## config.mk

```make
export PLATFORM = sky130hd
export DESIGN_NAME = controlador_bcd
export DESIGN_NICKNAME = d
export VERILOG_FILES = /design/src/rtl/controlador_bcd.sv
export SDC_FILE = /design/constraint.sdc
export NUM_CORES = 1
export LEC_CHECK = 0
export CAP_MARGIN = 20
export CORE_ASPECT_RATIO = 0.5
export CORE_MARGIN = 2
export CORE_UTILIZATION = 54
export CTS_CLUSTER_SIZE = 10
export DETAILED_ROUTE_END_ITERATION = 16
export GPL_ROUTABILITY_DRIVEN = 0
export GPL_TIMING_DRIVEN = 0
export PLACE_DENSITY = 0.83
export SKIP_LAST_GASP = 1
export SLEW_MARGIN = 20
export SYNTH_ARGS = -nofsm -noshare
export SYNTH_HDL_FRONTEND = slang
export SYNTH_SLANG_ARGS = --single-unit
```

## constraint.sdc

```tcl
create_clock -name clk -period 2 [get_ports clk]
set_input_delay 0.2 -clock clk [delete_from_list [all_inputs] [get_ports clk]]
set_output_delay 0.2 -clock clk [all_outputs]
set_load 0.005 [all_outputs]
```

## src/rtl/controlador_bcd.sv

```systemverilog
// rtl/controlador_bcd.sv - sequential double-dabble binary-to-BCD converter feeding the display decoder
module controlador_bcd #(
  parameter int ANCHO   = 16,
  parameter int DIGITOS = 5
) (
  input  logic                   clk,
  input  logic                   rst,
  input  logic                   inicio,
  input  logic [ANCHO-1:0]       numeroBinario,
  output logic [4*DIGITOS-1:0]   numeroBCD,
  output logic                   ocupado,
  output logic                   listo
);

  localparam int ANCHO_BCD  = 4 * DIGITOS;
  localparam int ANCHO_CONT = $clog2(ANCHO + 1);
  localparam logic [ANCHO_CONT-1:0] CUENTA_INICIAL = ANCHO_CONT'(ANCHO);
  localparam logic [ANCHO_CONT-1:0] CUENTA_UNO     = ANCHO_CONT'(1);

  localparam logic [1:0] REPOSO   = 2'd0;
  localparam logic [1:0] DESPLAZA = 2'd1;
  localparam logic [1:0] FIN      = 2'd2;

  logic [1:0]            estado;
  logic [ANCHO-1:0]      registroDesplazamiento;
  logic [ANCHO_BCD-1:0]  bcdParcial;
  logic [ANCHO_BCD-1:0]  bcdAjustado;
  logic [ANCHO_CONT-1:0] contador;

  // Add-3 correction per nibble; 4-bit arithmetic so carries stay inside the digit.
  always_comb begin
    bcdAjustado = bcdParcial;
    for (int i = 0; i < DIGITOS; i++) begin
      if (bcdParcial[4*i +: 4] >= 4'd5)
        bcdAjustado[4*i +: 4] = bcdParcial[4*i +: 4] + 4'd3;
    end
  end

  always_ff @(posedge clk or posedge rst) begin
    if (rst) begin
      estado                 <= REPOSO;
      registroDesplazamiento <= '0;
      bcdParcial             <= '0;
      contador               <= '0;
      numeroBCD              <= '0;
      ocupado                <= 1'b0;
      listo                  <= 1'b0;
    end else begin
      case (estado)
        REPOSO: begin
          listo <= 1'b0;
          if (inicio) begin
            registroDesplazamiento <= numeroBinario;
            bcdParcial             <= '0;
            contador               <= CUENTA_INICIAL;
            ocupado                <= 1'b1;
            estado                 <= DESPLAZA;
          end
        end
        DESPLAZA: begin
          // The whole pair shifts as one word; the scratch MSB falls off the top.
          {bcdParcial, registroDesplazamiento} <= {bcdAjustado, registroDesplazamiento} << 1;
          contador <= contador - CUENTA_UNO;
          if (contador == CUENTA_UNO)
            estado <= FIN;
        end
        FIN: begin
          numeroBCD <= bcdParcial;
          listo     <= 1'b1;
          ocupado   <= 1'b0;
          estado    <= REPOSO;
        end
        default: begin
          ocupado <= 1'b0;
          listo   <= 1'b0;
          estado  <= REPOSO;
        end
      endcase
    end
  end

endmodule

```

## Word level (Yosys, flattened, before mapping)

Index checks and enable logic that the tools add are counted.

- Shift-type cells: 0
- Multiplexer cells: 17
- Bitwise gates (word level): 1
- Reductions and logical operators: 5
- Order comparisons: 5
- Divide/modulo/power cells: 0
- $mul: 0
- Equality and inequality tests: 5
- Add/sub/neg operators: 6

Operators with widths:

| kind | number |
|---|---|
| $pmux 20 s2 | 1 |
| $pmux 16 s2 | 1 |
| $ge 4x3->1 const B | 5 |
| $mux 20 | 1 |
| $add 4x2->4 const B | 4 |
| $mux 16 | 1 |
| $mux 4 | 4 |
| $pmux 5 s2 | 1 |
| $reduce_and 2->1 | 3 |
| $eq 5x1->1 const B | 1 |
| $mux 5 | 1 |
| $sub 5x1->5 const B | 1 |
| $mux 2 | 2 |
| $ne 2x2->1 const B | 2 |
| $pmux 1 s2 | 2 |
| $pmux 2 s2 | 1 |
| $add 3x2->3 const B | 1 |
| $mux 3 | 1 |
| $eq 2x1->1 const B | 1 |
| $eq 2x2->1 const B | 1 |
| $logic_not 2->1 | 1 |
| $reduce_bool 2->1 | 1 |
| $mux 1 | 1 |
| $not 1->1 | 1 |

- RAM bits: 0
- Output and inout port bits: 22
- Logic and storage cells: 46
- Bits in read-only memories: 0
- Bits in latches: 0
- Register bits after elaboration: 65
- Bits of input ports: 19
- Memories: 0

## Longest topological paths before layout

Gate-level depths: netlist of run 1.

- Depth in word-level cells: 3
- Depth in mapped cells: 6
- Mapped depth without buffers: 6

## Least setup slack after synthesis of run 1

OpenSTA, ideal clock, no wires.

- Path type: register to register
- Start point: register bcdParcial[0]
- End point: register bcdParcial[2]
- Clock period less this slack: 1.394 ns
- Data arrival time: 1.273 ns
- Slack: 0.606 ns
- Cell stages (with the launch flop): 7
- Buffers on the path: 0
- Cells stage by stage: dfrtp_1 inv_1 ha_1 nand2b_1 a21oi_1 mux2i_1 a22o_1

- Cells in the longest elaborated chain, start to end: 3

Ends and longest elaborated chain:

| what | RTL line | RTL |
|---|---|---|
| start, declared | 26 | `logic [ANCHO_BCD-1:0] bcdParcial;` |
| start signal, assigned | 62 | `{bcdParcial, registroDesplazamiento} <= {bcdAjustado, registroDesplazamiento} << 1;` |
| $add 4x2->4 / $ge 4x3->1 (equally long branches) | 35, 34 |  |
| $mux 4 * | 34 | `if (bcdParcial[4*i +: 4] >= 4'd5)` |
| $pmux 20 s2 * | 49 | `case (estado)` |

Every way passes the cells marked *; elsewhere a longest branch is shown, timed or not.
A chain may end at the register's enable or synchronous reset.

## Final worst setup path of run 1

- Start point: register bcdParcial[8]
- End point: register bcdParcial[10]

Same word-level chain as after synthesis.

==> results of run 1 <==
-- logic make-up (layout without fill, tap and decap cells) --
kind of cell               count (synthesis)  in the layout  synth area share, %
AOI/OAI and AO/OA                         80             80                 16.2
xor gates and xnor gates                   6              6                 1.75
adders and majority gates                 12             12                 5.01
buffers and inverters                     28             85                 4.26
DFF                                       65             65                 54.3
muxes                                     16             16                 5.76
and+or+nand+nor                           76             76                 12.7
-- layout make-up --
cell class / instances / area (um2) / area share (%)
plain buffers: 14 / 75.1 / 2.00
well taps: 73 / 91.3 / 2.44
inverters: 14 / 55.1 / 1.47
clock inverters: 5 / 77.6 / 2.07
multi-input cells: 190 / 1240 / 33.2
clock buffers: 11 / 151 / 4.04
repair buffers: 41 / 428 / 11.4
flip-flops and latches: 65 / 1630 / 43.4
-- cell usage in the layout, fill, tap and decap left out, types with 2 or more instances in the layout --
master,count
a21oi_1,9
a22o_1,7
a22oi_1,14
buf_2,9
bufinv_16,2
clkbuf_1,3
clkbuf_8,11
clkdlybuf4s50_1,40
clkinv_2,2
dfrtp_1,65
ha_1,12
inv_1,13
mux2_2,10
mux2i_1,6
nand2_1,43
nand2b_1,8
nand3_1,6
nor3_1,6
nor3b_1,4
o21ai_0,46
xnor2_1,5
-- worst register-to-register path: stages, from the launching register on --
cell and delay, ps:
dfrtp_1 410, inv_1 120, ha_1 210, nand2b_1 90
a21oi_1 300, mux2i_1 250, a22o_1 150
-- through the flow --
step,area (um2),util [%],instances
2_1_floorplan,3000,-,283
3_3_place_gp,3490,64.4,396
3_5_place_dp,3520,64.9,397
5_1_grt,3750,69.1,413
4_1_cts,3750,69.1,413
6_report,3750,69.1,413
-- worst max-delay path by stage --
stage | slack [ps] | start | cells past startpoint | endpoint
2_1_floorplan | 170 | rst | 1 | bcdParcial[0]
3_3_place_gp | -840 | rst | 2 | numeroBCD[8]
3_5_place_dp | 290 | inicio | 5 | registroDesplazamiento[10]
4_1_cts | 420 | bcdParcial[8] | 6 | bcdParcial[10]
5_1_grt | 280 | bcdParcial[8] | 6 | bcdParcial[10]
6_report | 410 | bcdParcial[8] | 6 | bcdParcial[10]
-- layer usage --
layer  vias up  wire length (um)  track usage (%)
met2        53              2930             35.1
met1      1117              2820             29.9
met3         9               313             6.50
met4         0                89             9.95
met5         -                 0                0
li1       1088                 -                -
-- where the power goes --
group	switching (W)	leakage [nW]	total, W	internal, W
combinational	0.00111	0.746	0.00228	0.00117
clock	0.000503	0.115	0.00127	0.000765
sequential	0.000410	0.844	0.00228	0.00187
-- flip-flops by register name (all words and copies together), names as in the netlist --
signal and count:
estado 2, bcdParcial 20, contador 5, numeroBCD 20, ocupado 1, listo 1, registroDesplazamiento 16
==> results.cfg, run 1 <==
[outcome]
status = finished clean

[route]
detail-route-antenna-nets = 0
post-route-drc-count = 0
drtIter0Drc = 111
routed_wl_um = 6160
firstDrtPassIters = 4
detail_route.vias_per_cell = 5.49
wire_per_inst_um = 14.9
vias = 2267

[floorplan]
ioPinCount = 41
dieArea_um2 = 6200
coreArea_um2 = 5420
die_y_um = 56.7
row_count = 19
die_w_um = 109
start_util_pct = 55.3

[logic_synthesis]
netlist_area_um2 = 3000
syn_nets = 314
ys_types = 33
synth_cells = 283
async_flop_share_pct = 100
synth_edf_count = 0
ys_top_cells_by_area = dfrtp_1, o21ai_0, nand2_1
synth_most_common_cell = dfrtp_1
synth_seq_cells = 65
ys_warn_count = 0
yosysSeqAreaShare_pct = 54.3
synth_top_flop_cell = dfrtp_1
avgSynthCellArea_um2 = 10.6
synth_top_cell_area_share_pct = 54.3
synthTopCellsByCount = dfrtp_1, o21ai_0, nand2_1
synth_area_leader_cell = dfrtp_1

[global_routing]
grt_max_degree = 49
grt_pass1_wl_um = 10600
grt-ovfl-total = 0
grt_use_total_pct = 22.7
grt_pass1_vias = 2258
antenna_found_initial = 0

[power_and_ir_drop]
p_per_area_nw_per_um2 = 1560
vdd_drop_max_uv = 749
finalPower_w = 0.00583
leakagePower_nw = 1.71

[clock_network]
ctsResizeCount = 0
insertion_delay_ps = 350
htree_levels = 3
cts_setup_buffers = 0
clk_path_buf_depth = 2
cts_made_buffers = 9
cts.sink_count = 65
hold_buffers = 0
clkTransAtPathRegs_ps = 70
cts_tree = yes
ctsRootBufferMaster = clkbuf_8

[timing]
layout_setup_ws_ps = 413
hold-worst-slack_ps = 141
rsz0062_at_grt = false
fin_worst_skew_ps = 7.54
hold_viol_final = 0
fmax_mhz = 630
maxSlewHeadroom_pct = 67.6
finalMaxSlewViolations = 0
finalSetupTns_ps = 0
fin_crit_sh_pct = 79.3
setup_viol = 0
tightest_slew_ps = 486
fin_crit_ps = 1590

[place]
port_buffers = 40
dp_hpwl_um = 4370
detailedPlace.worstSlack_ps = 292

[worst_setup_path]
path_class = reg2reg
cp_max_fo = 4
critPathLaunchType = register
crit_path_end_kind = register
crit_arrival_ps = 1880
critical_path_buf_inv_count = 1
r2r-end = bcdParcial[10]
reg2regPathDepth = 6
crit_path_max_incr_delay_ps = 410
crit_required_ps = 2290
r2r-start = bcdParcial[8]
r2r_slack_ps = 410
slowest_stage = dfrtp_1
path_cells = inv_1 -> ha_1 -> nand2b_1 -> a21oi_1 -> mux2i_1 -> a22o_1
path_delay_family = compound AO/OA/AOI/OAI gates

[run]
maxCapViolCount = 0

[final_layout]
drive_above_1_share_pct = 13.2
diodes = 0
area_growth_pct = 25.1
fill_cells = 395
nNetsFinal = 366

[min_path]
hold_path.class = in2async
Power figures use the tool's default switching activity.
==> inputs of run 2 (changes only) <==
Settings changed: CORE_UTILIZATION 54 to 49, PLACE_DENSITY 0.83 to 0.79.
Clock period 2 ns to 1.4 ns, I/O delays scaled along.
==> results.cfg, run 2 (synthesized netlist as in run 1, its figures left out) <==
[clock_network]
ctsRootBufferMaster = clkbuf_16
htree_levels = 3
cts_made_buffers = 9
cts.sink_count = 65
cts_tree = yes
clk_path_buf_depth = 2
clkTransAtPathRegs_ps = 60
insertion_delay_ps = 330

[final_layout]
reg_top3 = bcdParcial x20, numeroBCD x20, registroDesplazamiento x16
final_cells = 433
area_growth_pct = 38.5
diodes = 0
layout_commonest_cell = dfrtp_1
fill_cells = 403
drive_above_1_share_pct = 26.1
final_area_um2 = 4150
layout_common_cells = dfrtp_1, o21ai_0, nand2_1
nNetsFinal = 383

[min_path]
hold_path.class = in2async

[timing]
setup_viol = 4
finalSetupTns_ps = -145
tightest_slew_ps = 458
fin_crit_sh_pct = 104
hold_viol_final = 0
maxSlewHeadroom_pct = 69.4
fin_worst_skew_ps = 6.33
rsz0062_at_grt = true
fin_crit_ps = 1460
hold-worst-slack_ps = 199
layout_setup_ws_ps = -61.8
finalMaxSlewViolations = 0
fmax_mhz = 684

[route]
firstDrtPassIters = 5
drtIter0Drc = 220
post-route-drc-count = 0
detail_route.vias_per_cell = 5.68
wire_per_inst_um = 18.0
routed_wl_um = 7800
detail-route-antenna-nets = 0
vias = 2461

[place]
dp.cells = 402
port_buffers = 40
dp_hpwl_um = 4590
placed_area_um2 = 3540

[power_and_ir_drop]
vdd_drop_max_uv = 875
leakagePower_nw = 1.85
finalPower_w = 0.00996
p_per_area_nw_per_um2 = 2400

[floorplan]
ioPinCount = 41
row_count = 20
die_y_um = 59.3
coreArea_um2 = 5980
dieArea_um2 = 6790
die_w_um = 115
start_util_pct = 50.1

[global_routing]
grt_pass1_wl_um = 11400
grt_pass1_vias = 2393
antenna_found_initial = 0
grt_use_total_pct = 22.5
grt_max_degree = 30
grt-ovfl-total = 0

[worst_setup_path]
crit_arrival_ps = 1730
crit_required_ps = 1670
path_class = reg2reg
cp_max_fo = 4
reg2regPathDepth = 6
crit_path_end_kind = register
critPathLaunchType = register

[run]
maxCapViolCount = 0

[outcome]
status = finished, violations left
violations = setup timing
[run 2: metal layers]
metal	vias up	share of wire, %	global-route usage (%)
met5	-	0	0
met4	0	3.4	8.54
met3	32	7.3	7.77
met2	100	49	38.6
met1	1204	40	26.9
li1	1125	-	-
[run 2: worst paths after layout]
| kind | from | slack, ps | end |
|---|---|---|---|
| worst max-delay path | bcdParcial[1] | -60 | bcdParcial[2] |
| worst min-delay path | rst | 200 | numeroBCD[0] |
| worst max register to register | bcdParcial[1] | -60 | bcdParcial[2] |
| worst min register to register | registroDesplazamiento[8] | 480 | registroDesplazamiento[8] |
| max in group asynchronous | rst | 710 | bcdParcial[0] |
| min in group clk | numeroBinario[0] | 450 | registroDesplazamiento[0] |
[run 2: worst max-delay path, cell delays in order, from the launching register on]
cell	delay (ps)
dfrtp_1	380
inv_2	80
ha_2	190
nand2b_4	140
a21oi_4	180
mux2i_1	260
a22o_1	160
[run 2: metrics by stage]
step	utilization [%]	worst slack (ps)
floorplan	-	5.69
global placement	58.5	-222
detailed placement	59.3	-197
CTS	66.5	-43.5
global route	69.4	-89.4
finish	69.4	-61.8
[run 2: cell type report]
cell class / instances / area [um2] / area share [%]
buffer: 14 / 103 / 2.47
clock buffer: 12 / 256 / 6.18
clock inverter: 3 / 40.0 / 0.965
inverter: 14 / 56.3 / 1.36
multi-input combinational: 190 / 1400 / 33.8
sequential: 65 / 1630 / 39.2
tap: 77 / 96.3 / 2.32
timing repair buffer: 58 / 568 / 13.7
[run 2: power by group]
part	internal (W)	total [W]	leakage, nW	switching (W)
combinational	0.00228	0.00436	0.862	0.00208
clock	0.00146	0.00223	0.148	0.000773
sequential	0.00268	0.00338	0.843	0.000694
total	0.00642	0.00996	1.85	0.00354
[run 2: what timing repair did]
action / 4_1_cts / 5_1_grt
setup buffers: 9 / 7
pin swaps: 8 / 10
hold buffers: 0 / 0
endpoints found under the setup margin: 46 / 45
resized for setup: 26 / 28
==> inputs of run 3 (changes only) <==
Settings changed: CORE_UTILIZATION 49 to 54, PLACE_DENSITY 0.79 to 0.83.
Clock period 1.4 ns to 1.55 ns, I/O delays scaled along.
==> results.cfg, run 3 (synthesized netlist as in run 1, its figures left out) <==
[final_layout]
layout_common_cells = dfrtp_1, o21ai_0, nand2_1
drive_above_1_share_pct = 16.2
diodes = 0
utilization_pct = 69.7
multi_input_area_um2 = 1270
layout_commonest_cell = dfrtp_1
reg_top3 = bcdParcial x20, numeroBCD x20, registroDesplazamiento x16
final_area_um2 = 3780
nNetsFinal = 366
area_growth_pct = 26.1
regArea_um2 = 1630
fill_cells = 411
final_cells = 413

[route]
routed_wl_um = 6460
detail_route.vias_per_cell = 5.64
wire_per_inst_um = 15.7
drtIter0Drc = 81
detail-route-antenna-nets = 0
vias = 2331
post-route-drc-count = 0
firstDrtPassIters = 4

[global_routing]
gr-usage-met2_pct = 38.3
grt-ovfl-total = 0
grt_max_degree = 35
grt_pass1_vias = 2253
grt.busiest_layer = met2
antenna_found_initial = 0
use_met1_pct = 29.1
grt_pass1_wl_um = 10800
grt_use_total_pct = 23.4
grt_use_met3_pct = 6.97

[floorplan]
dieArea_um2 = 6200
coreArea_um2 = 5420
die_w_um = 109
die_y_um = 56.7
row_count = 19
start_util_pct = 55.3
ioPinCount = 41

[worst_setup_path]
path_cells = inv_1 -> ha_1 -> nand2b_1 -> a21oi_2 -> mux2i_1 -> a22o_1
critical_path_buf_inv_count = 1
crit_arrival_ps = 1790
critPathLaunchType = register
path_delay_family = flip-flops
crit_required_ps = 1830
path_class = reg2reg
slowest_stage = dfrtp_1
crit_path_end_kind = register
crit_path_max_incr_delay_ps = 410
cp_max_fo = 4

[timing]
hold_viol_final = 0
setup_viol = 0
fin_crit_sh_pct = 97.3
rsz0062_at_grt = true
tightest_slew_ps = 715
fin_worst_skew_ps = 3.36
fin_crit_ps = 1510
maxSlewHeadroom_pct = 52.2
finalMaxSlewViolations = 0
fmax_mhz = 663

[clock_network]
clk_path_buf_depth = 2
clkTransAtPathRegs_ps = 70
cts_made_buffers = 9
htree_levels = 3
cts.sink_count = 65
ctsRootBufferMaster = clkbuf_8
hold_buffers = 0
insertion_delay_ps = 340
cts_tree = yes
cts_setup_buffers = 0

[place]
port_buffers = 40
dp.cells = 397
dp_hpwl_um = 4440
placed_area_um2 = 3510

[min_path]
hold_path.class = in2async

[power_and_ir_drop]
vdd_drop_max_uv = 903
p_per_area_nw_per_um2 = 2030
finalPower_w = 0.00767
leakagePower_nw = 1.70

[run]
maxCapViolCount = 0

[outcome]
status = finished clean
## run 3: changes by cell type in the layout (fill, tap and decap cells not counted), moves of 4 or more
cell / previous run / this run
inv_2: 10 / 2
ha_4: 4 / 0
clkbuf_16: 9 / 0
ha_1: 4 / 10
nand2b_4: 5 / 0
clkbuf_8: 2 / 11
buf_6: 5 / 1
buf_4: 17 / 1
nand2b_1: 3 / 8
inv_1: 3 / 11
## run 3: final timing paths
check                                      startpoint                          to  slack [ps]  cells after the start
max                                     bcdParcial[8]              bcdParcial[10]          40                      6
min                                               rst  registroDesplazamiento[12]         280                      2
max reg2reg                             bcdParcial[8]              bcdParcial[10]          40                      6
min reg2reg                registroDesplazamiento[15]  registroDesplazamiento[15]         480                      2
max in group asynchronous                         rst               bcdParcial[7]         690                      3
min in group clk                     numeroBinario[0]   registroDesplazamiento[0]         430                      2
## run 3: layout make-up
class                      instances  share of cell area (%)
buffer                            14                    2.12
sequential                        65                    43.1
inverter                          14                    1.49
tap                               73                    2.42
clock inverter                     5                    2.05
clock buffer                      11                    4.01
multi-input combinational        190                    33.7
timing repair buffer              41                    11.1
## run 3: stage by stage
step	TNS [ps]	setup slack [ps]	hold slack (ps)
final	0	41.5	278
after CTS	0	2.40	292
after global placement	-5240	-81.2	461
after detailed placement	-968	-91.4	472
after floorplan	0	156	293
after global routing	-53.7	-40.8	317
## run 3: repair_timing
item / CTS / global route
hold endpoints to repair: 0 / 0
endpoints found under the setup margin: 2 / 18
resized for setup: 1 / 12
pin swaps: 0 / 1
## run 3: power by group
part | total [W] | switching (W) | internal (W)
clock network | 0.00162 | 0.000634 | 0.000987
registers | 0.00298 | 0.000559 | 0.00242
logic | 0.00307 | 0.00152 | 0.00155
## run 3: layer usage
layer | up-vias | wire length (um)
met3 | 12 | 361
met2 | 64 | 3220
li1 | 1092 | -
met4 | 0 | 129
met1 | 1163 | 2760
met5 | - | 0
